==> config.mk <==
export PLATFORM = sky130hd
export DESIGN_NAME = cpu_handshake_tx
export DESIGN_NICKNAME = d
export VERILOG_FILES = /design/src/rtl/cpu_handshake_tx.sv
export SDC_FILE = /design/constraint.sdc
export NUM_CORES = 1
export LEC_CHECK = 0
export CAP_MARGIN = 20
export CORE_MARGIN = 2
export CORE_UTILIZATION = 30
export DETAILED_ROUTE_END_ITERATION = 6
export PLACE_DENSITY = 0.58
export SETUP_SLACK_MARGIN = 0.2
export SYNTH_ARGS = -nofsm -noshare
export SYNTH_HDL_FRONTEND = slang
export SYNTH_SLANG_ARGS = --single-unit
export TNS_END_PERCENT = 5
==> constraint.sdc <==
create_clock -name cpu_clk -period 1.8 [get_ports cpu_clk]
set_clock_uncertainty 0.15 [all_clocks]
set_input_delay 0.45 -clock cpu_clk [delete_from_list [all_inputs] [get_ports cpu_clk]]
set_output_delay 0.45 -clock cpu_clk [all_outputs]
set_load 0.05 [all_outputs]
==> src/rtl/cpu_handshake_tx.sv <==
// CPU-side transmit stage: queues core writes in a small FIFO and drives each word to the
// peripheral over a 4-phase send/ack link, with ack synchronisation, timeout/retry and status.
module cpu_handshake_tx #(
  parameter int unsigned DATA_W      = 4,
  parameter int unsigned DEPTH       = 4,
  parameter int unsigned SYNC_STAGES = 2,
  parameter int unsigned TIMEOUT     = 255
) (
  input  logic              cpu_clk,
  input  logic              cpu_rst,
  input  logic              wr_en,
  input  logic [DATA_W-1:0] wr_data,
  input  logic              clr_err,
  output logic              full,
  output logic              empty,
  output logic              cpu_send,
  output logic [DATA_W-1:0] cpu_dados,
  input  logic              cpu_ack,
  output logic              busy,
  output logic              timeout_err,
  output logic              overflow,
  output logic [7:0]        words_sent
);

  localparam int unsigned PtrW   = $clog2(DEPTH);
  localparam int unsigned CntW   = PtrW + 1;
  localparam int unsigned TimerW = (TIMEOUT > 1) ? $clog2(TIMEOUT) : 1;
  localparam logic [TimerW-1:0] TimerLast = TimerW'(TIMEOUT - 1);

  typedef enum logic [1:0] {StIdle, StSend, StRelease, StAbort} state_e;

  state_e              state_q, state_d;
  logic [DATA_W-1:0]   mem_q [DEPTH];
  logic [PtrW-1:0]     wr_ptr_q, wr_ptr_d;
  logic [PtrW-1:0]     rd_ptr_q, rd_ptr_d;
  logic [CntW-1:0]     count_q, count_d;
  logic                send_q, send_d;
  logic [DATA_W-1:0]   dados_q, dados_d;
  logic [TimerW-1:0]   timer_q, timer_d;
  logic [7:0]          words_q, words_d;
  logic                terr_q, terr_d;
  logic                ovf_q, ovf_d;
  logic [SYNC_STAGES-1:0] sync_q;
  logic                ack_s;
  logic                push, pop, timeout_hit;

  assign ack_s = sync_q[SYNC_STAGES-1];
  assign full  = (count_q == CntW'(DEPTH));
  assign empty = (count_q == '0);
  assign push  = wr_en && !full;

  assign cpu_send    = send_q;
  assign cpu_dados   = dados_q;
  assign busy        = (state_q != StIdle);
  assign timeout_err = terr_q;
  assign overflow    = ovf_q;
  assign words_sent  = words_q;

  assign timeout_hit = (TIMEOUT != 0) && (timer_q == TimerLast);

  // Handshake FSM; cpu_send and cpu_dados are registered outputs of this process.
  always_comb begin
    state_d = state_q;
    send_d  = send_q;
    dados_d = dados_q;
    timer_d = timer_q;
    words_d = words_q;
    terr_d  = clr_err ? 1'b0 : terr_q;
    pop     = 1'b0;
    unique case (state_q)
      StIdle: begin
        if (!empty) begin
          state_d = StSend;
          send_d  = 1'b1;
          dados_d = mem_q[rd_ptr_q];
          timer_d = '0;
        end
      end
      StSend: begin
        if (ack_s) begin
          state_d = StRelease;
          send_d  = 1'b0;
          pop     = 1'b1;
          words_d = words_q + 8'd1;
        end else if (timeout_hit) begin
          state_d = StAbort;
          send_d  = 1'b0;
          terr_d  = 1'b1;
        end else begin
          timer_d = timer_q + TimerW'(1);
        end
      end
      StRelease, StAbort: begin
        if (!ack_s) state_d = StIdle;
      end
      default: state_d = StIdle;
    endcase
  end

  always_comb begin
    wr_ptr_d = push ? wr_ptr_q + PtrW'(1) : wr_ptr_q;
    rd_ptr_d = pop ? rd_ptr_q + PtrW'(1) : rd_ptr_q;
    count_d  = count_q;
    case ({push, pop})
      2'b10:   count_d = count_q + CntW'(1);
      2'b01:   count_d = count_q - CntW'(1);
      default: count_d = count_q;
    endcase
    // A write against a full FIFO is dropped even if a pop frees a slot this cycle.
    ovf_d = clr_err ? 1'b0 : ovf_q;
    if (wr_en && full) ovf_d = 1'b1;
  end

  always_ff @(posedge cpu_clk or negedge cpu_rst) begin
    if (!cpu_rst) begin
      state_q  <= StIdle;
      wr_ptr_q <= '0;
      rd_ptr_q <= '0;
      count_q  <= '0;
      send_q   <= 1'b0;
      dados_q  <= '0;
      timer_q  <= '0;
      words_q  <= '0;
      terr_q   <= 1'b0;
      ovf_q    <= 1'b0;
    end else begin
      state_q  <= state_d;
      wr_ptr_q <= wr_ptr_d;
      rd_ptr_q <= rd_ptr_d;
      count_q  <= count_d;
      send_q   <= send_d;
      dados_q  <= dados_d;
      timer_q  <= timer_d;
      words_q  <= words_d;
      terr_q   <= terr_d;
      ovf_q    <= ovf_d;
    end
  end

  always_ff @(posedge cpu_clk or negedge cpu_rst) begin
    if (!cpu_rst) begin
      sync_q <= '0;
    end else begin
      sync_q[0] <= cpu_ack;
      for (int i = 1; i < SYNC_STAGES; i++) sync_q[i] <= sync_q[i-1];
    end
  end

  // Storage needs no reset; pointers and count define validity.
  always_ff @(posedge cpu_clk) begin
    if (push) mem_q[wr_ptr_q] <= wr_data;
  end

endmodule

==> flow_metrics.env <==
export IMPL_synth_top_area_share_pct=38.2
export IMPL_max_cap_viol_count=0
export IMPL_crit_chain="buf_6 > or3_4 > inv_4 > buf_12"
export IMPL_clk_path_buf_depth=2
export IMPL_synth_nets=186
export IMPL_via_per_inst=4.60
export IMPL_areaGrowthSynthToFinish_pct=41.9
export IMPL_avgRoutedWirePerCell_um=12.9
export IMPL_fp_dieArea_mm2=0.00813
export IMPL_yosys_top_cells_area="dfrtp_1, edfxtp_1, ha_1"
export IMPL_multi_input_area_um2=896
export IMPL_clock_sinks=50
export IMPL_h_tree_depth=2
export IMPL_cp_slowest_cell="dfrtp_1"
export IMPL_power_leakage_nw=1.32
export IMPL_startpoint_type="register"
export IMPL_hold_start="sync_q[0]$_DFF_PN0_"
export IMPL_min_path_type="reg2reg"
export IMPL_synth_avg_cell_area_um2=13.3
export IMPL_num_vias=1476
export IMPL_io_buffers=26
export IMPL_relSlewSlack_pct=69.4
export IMPL_postSynth_asyncResetShare_pct=68.0
export IMPL_cts_tree="yes"
export IMPL_overflow=0
export IMPL_ctsHoldBuffers=0
export IMPL_numCtsBuffers=5
export IMPL_p_per_area_mw_per_mm2=1650
export IMPL_ioPinCount=27
export IMPL_fin_crit_ns=1.96
export IMPL_cpLargestDelayFamily="flip-flops"
export IMPL_fp_row_count=31
export IMPL_end_kind="primary output"
export IMPL_yosysWarnings=0
export IMPL_register_area_mm2=0.00133
export IMPL_synth_area_mm2=0.00223
export IMPL_path_class="reg2out"
export IMPL_tns_ns=-0.319
export IMPL_gp_congestion=0.731
export IMPL_synthTopCellsByCount="dfrtp_1, edfxtp_1, inv_1, xnor2_1"
export IMPL_grt_pass1_wl_um=7070
export IMPL_grt_usage_pct=10.9
export IMPL_cpPeakStageDelay_ns=0.41
export IMPL_synth_edf_count=16
export IMPL_grt_pass1_vias=1536
export IMPL_synthCells=168
export IMPL_cts_root_buf="clkbuf_8"
export IMPL_reg2reg_from="count_q[0]$_DFFE_PN0P_"
export IMPL_crit_buf_inv=3
export IMPL_finalNonFillerCells=321
export IMPL_fill_cells=684
export IMPL_crit_start="count_q[0]$_DFFE_PN0P_"
export IMPL_final_core_util_pct=43.8
export IMPL_place_inst=311
export IMPL_first_iter_violations=68
export IMPL_drive_gt1_share_pct=38.7
export IMPL_preCtsSetupSlack_ns=-0.438
export IMPL_final_net_count=239
export IMPL_initial_utilization_pct=30.9
export IMPL_hpwl_um=2930
export IMPL_drtAntennaViolNets=0
export IMPL_die_h_um=90.2
export IMPL_cp_max_fo=2
export IMPL_synth_most_common_cell="dfrtp_1"
export IMPL_fin_ws_ns=-0.164
export IMPL_clkTransAtPathRegs_ns=0.10
export IMPL_ys_ff_latch=50
export IMPL_max_freq_mhz=509
export IMPL_grt_max_degree=35
export IMPL_yosysSeqAreaShare_pct=59.7
export IMPL_setup_viol=5
export IMPL_antenna_found_initial=0
export IMPL_required_ns=1.20
export IMPL_synth_top_area_cell="dfrtp_1"
export IMPL_core_area_mm2=0.00721
export IMPL_routed_wl_um=4160
export IMPL_violations="negative setup slack"
export IMPL_clk_latency_ns=0.30
export IMPL_status="finished, violations left"
export IMPL_dr_pass1_iters=4
export IMPL_die_w_um=90.2
export IMPL_rsz0062_at_grt="true"
export IMPL_maxSlewViolCount=0
export IMPL_synth_cell_types=43
export IMPL_worst_slew_pin_slew_ns=0.457
export IMPL_finalCritPeriodShare_pct=109
export IMPL_fin_hold_ws_ns=0.205
export IMPL_hold_violations=0
export IMPL_ys_flop_type="dfrtp_1"
export IMPL_peakVddDrop_v=0.00113
export IMPL_drc=0
export IMPL_arrival_ns=1.36
export IMPL_diodes=0
-- worst reg2reg max path: stages (launching register included) --
cell	delay, ns
dfrtp_1	0.41
inv_2	0.06
and3_4	0.20
nor2b_4	0.05
inv_2	0.06
ha_4	0.12
inv_2	0.03
fa_2	0.33
xor2_1	0.14
nor2_1	0.07
xor2_1	0.15
-- final timing paths --
kind	endpoint	slack, ns	cells past startpoint
max in group asynchronous	words_sent[2]$_DFFE_PN0P_	0.95	2
min in group asynchronous	timer_q[4]$_DFFE_PN0P_	0.36	2
worst min-delay path	sync_q[1]$_DFF_PN0_	0.21	0
worst max-delay path	empty	-0.16	4
worst min register to register	sync_q[1]$_DFF_PN0_	0.21	0
worst max register to register	count_q[2]$_DFFE_PN0P_	-0.07	10
-- stage by stage --
stage	total power, W	cell area, µm²
final	0.00521	3160
after global routing	0.00552	3160
after CTS	0.00521	3120
after detailed placement	0.00426	2950
after global placement	0.00423	2950
after floorplan	0.00311	2250
-- registers in the layout, summed over array words and instances, names as in the netlist, 2 cells and up --
| signal | count |
|---|---|
| timer_q | 8 |
| rd_ptr_q | 2 |
| cpu_dados | 4 |
| mem_q | 16 |
| words_sent | 8 |
| state_q | 2 |
| sync_q | 2 |
| count_q | 3 |
| wr_ptr_q | 2 |
-- final cells by class --
| cell class | count | area share (%) |
|---|---|---|
| flip-flops and latches | 50 | 42.2 |
| multi-input cells | 101 | 28.3 |
| repair buffers | 50 | 20.2 |
| well taps | 99 | 3.92 |
| clock buffers | 5 | 2.18 |
| inverters | 13 | 1.62 |
| clock inverters | 3 | 1.54 |
-- layer usage --
| layer | vias to the layer above | GRT usage, % | share of wire (%) |
|---|---|---|---|
| met2 | 24 | 18.5 | 50 |
| met4 | 0 | 4.62 | 1.9 |
| met5 | - | 0 | 0 |
| met1 | 738 | 13.5 | 45 |
| li1 | 707 | - | - |
| met3 | 7 | 2.18 | 2.8 |
-- logic make-up (layout without fill, tap and decap cells) --
group                    Yosys count  count (layout)  synth area share, %
flip-flops                        50              50                 59.7
XOR/XNOR                          14              14                 5.50
buffers and inverters             17              71                 3.42
AO/OA/AOI/OAI                     19              19                 6.23
AND/OR/NAND/NOR                   47              47                 11.7
multiplexers                      12              12                 7.97
adder cells (fa/ha/maj)            9               9                 5.39
-- repair_timing --
action,4_1_cts,5_1_grt
pin swaps,4,1
setup buffers,2,0
setup endpoints to repair,33,28
gates resized for setup,18,9
-- placed cells by master, fill, tap and decap left out, types with 6 or more instances in the layout --
master           instances
dfrtp_1                 32
buf_4                   19
buf_12                  18
edfxtp_1                16
xnor2_1                  9
clkdlybuf4s50_1          8
inv_1                    7
nand2_1                  7
nor2_1                   6
mux2_2                   6
ha_1                     6
-- power by group --
part | switching [W] | internal (W)
logic | 0.00123 | 0.00134
clock network | 0.000383 | 0.000423
registers | 0.000328 | 0.00151
total | 0.00194 | 0.00327
(Power assumes the default switching activity.)
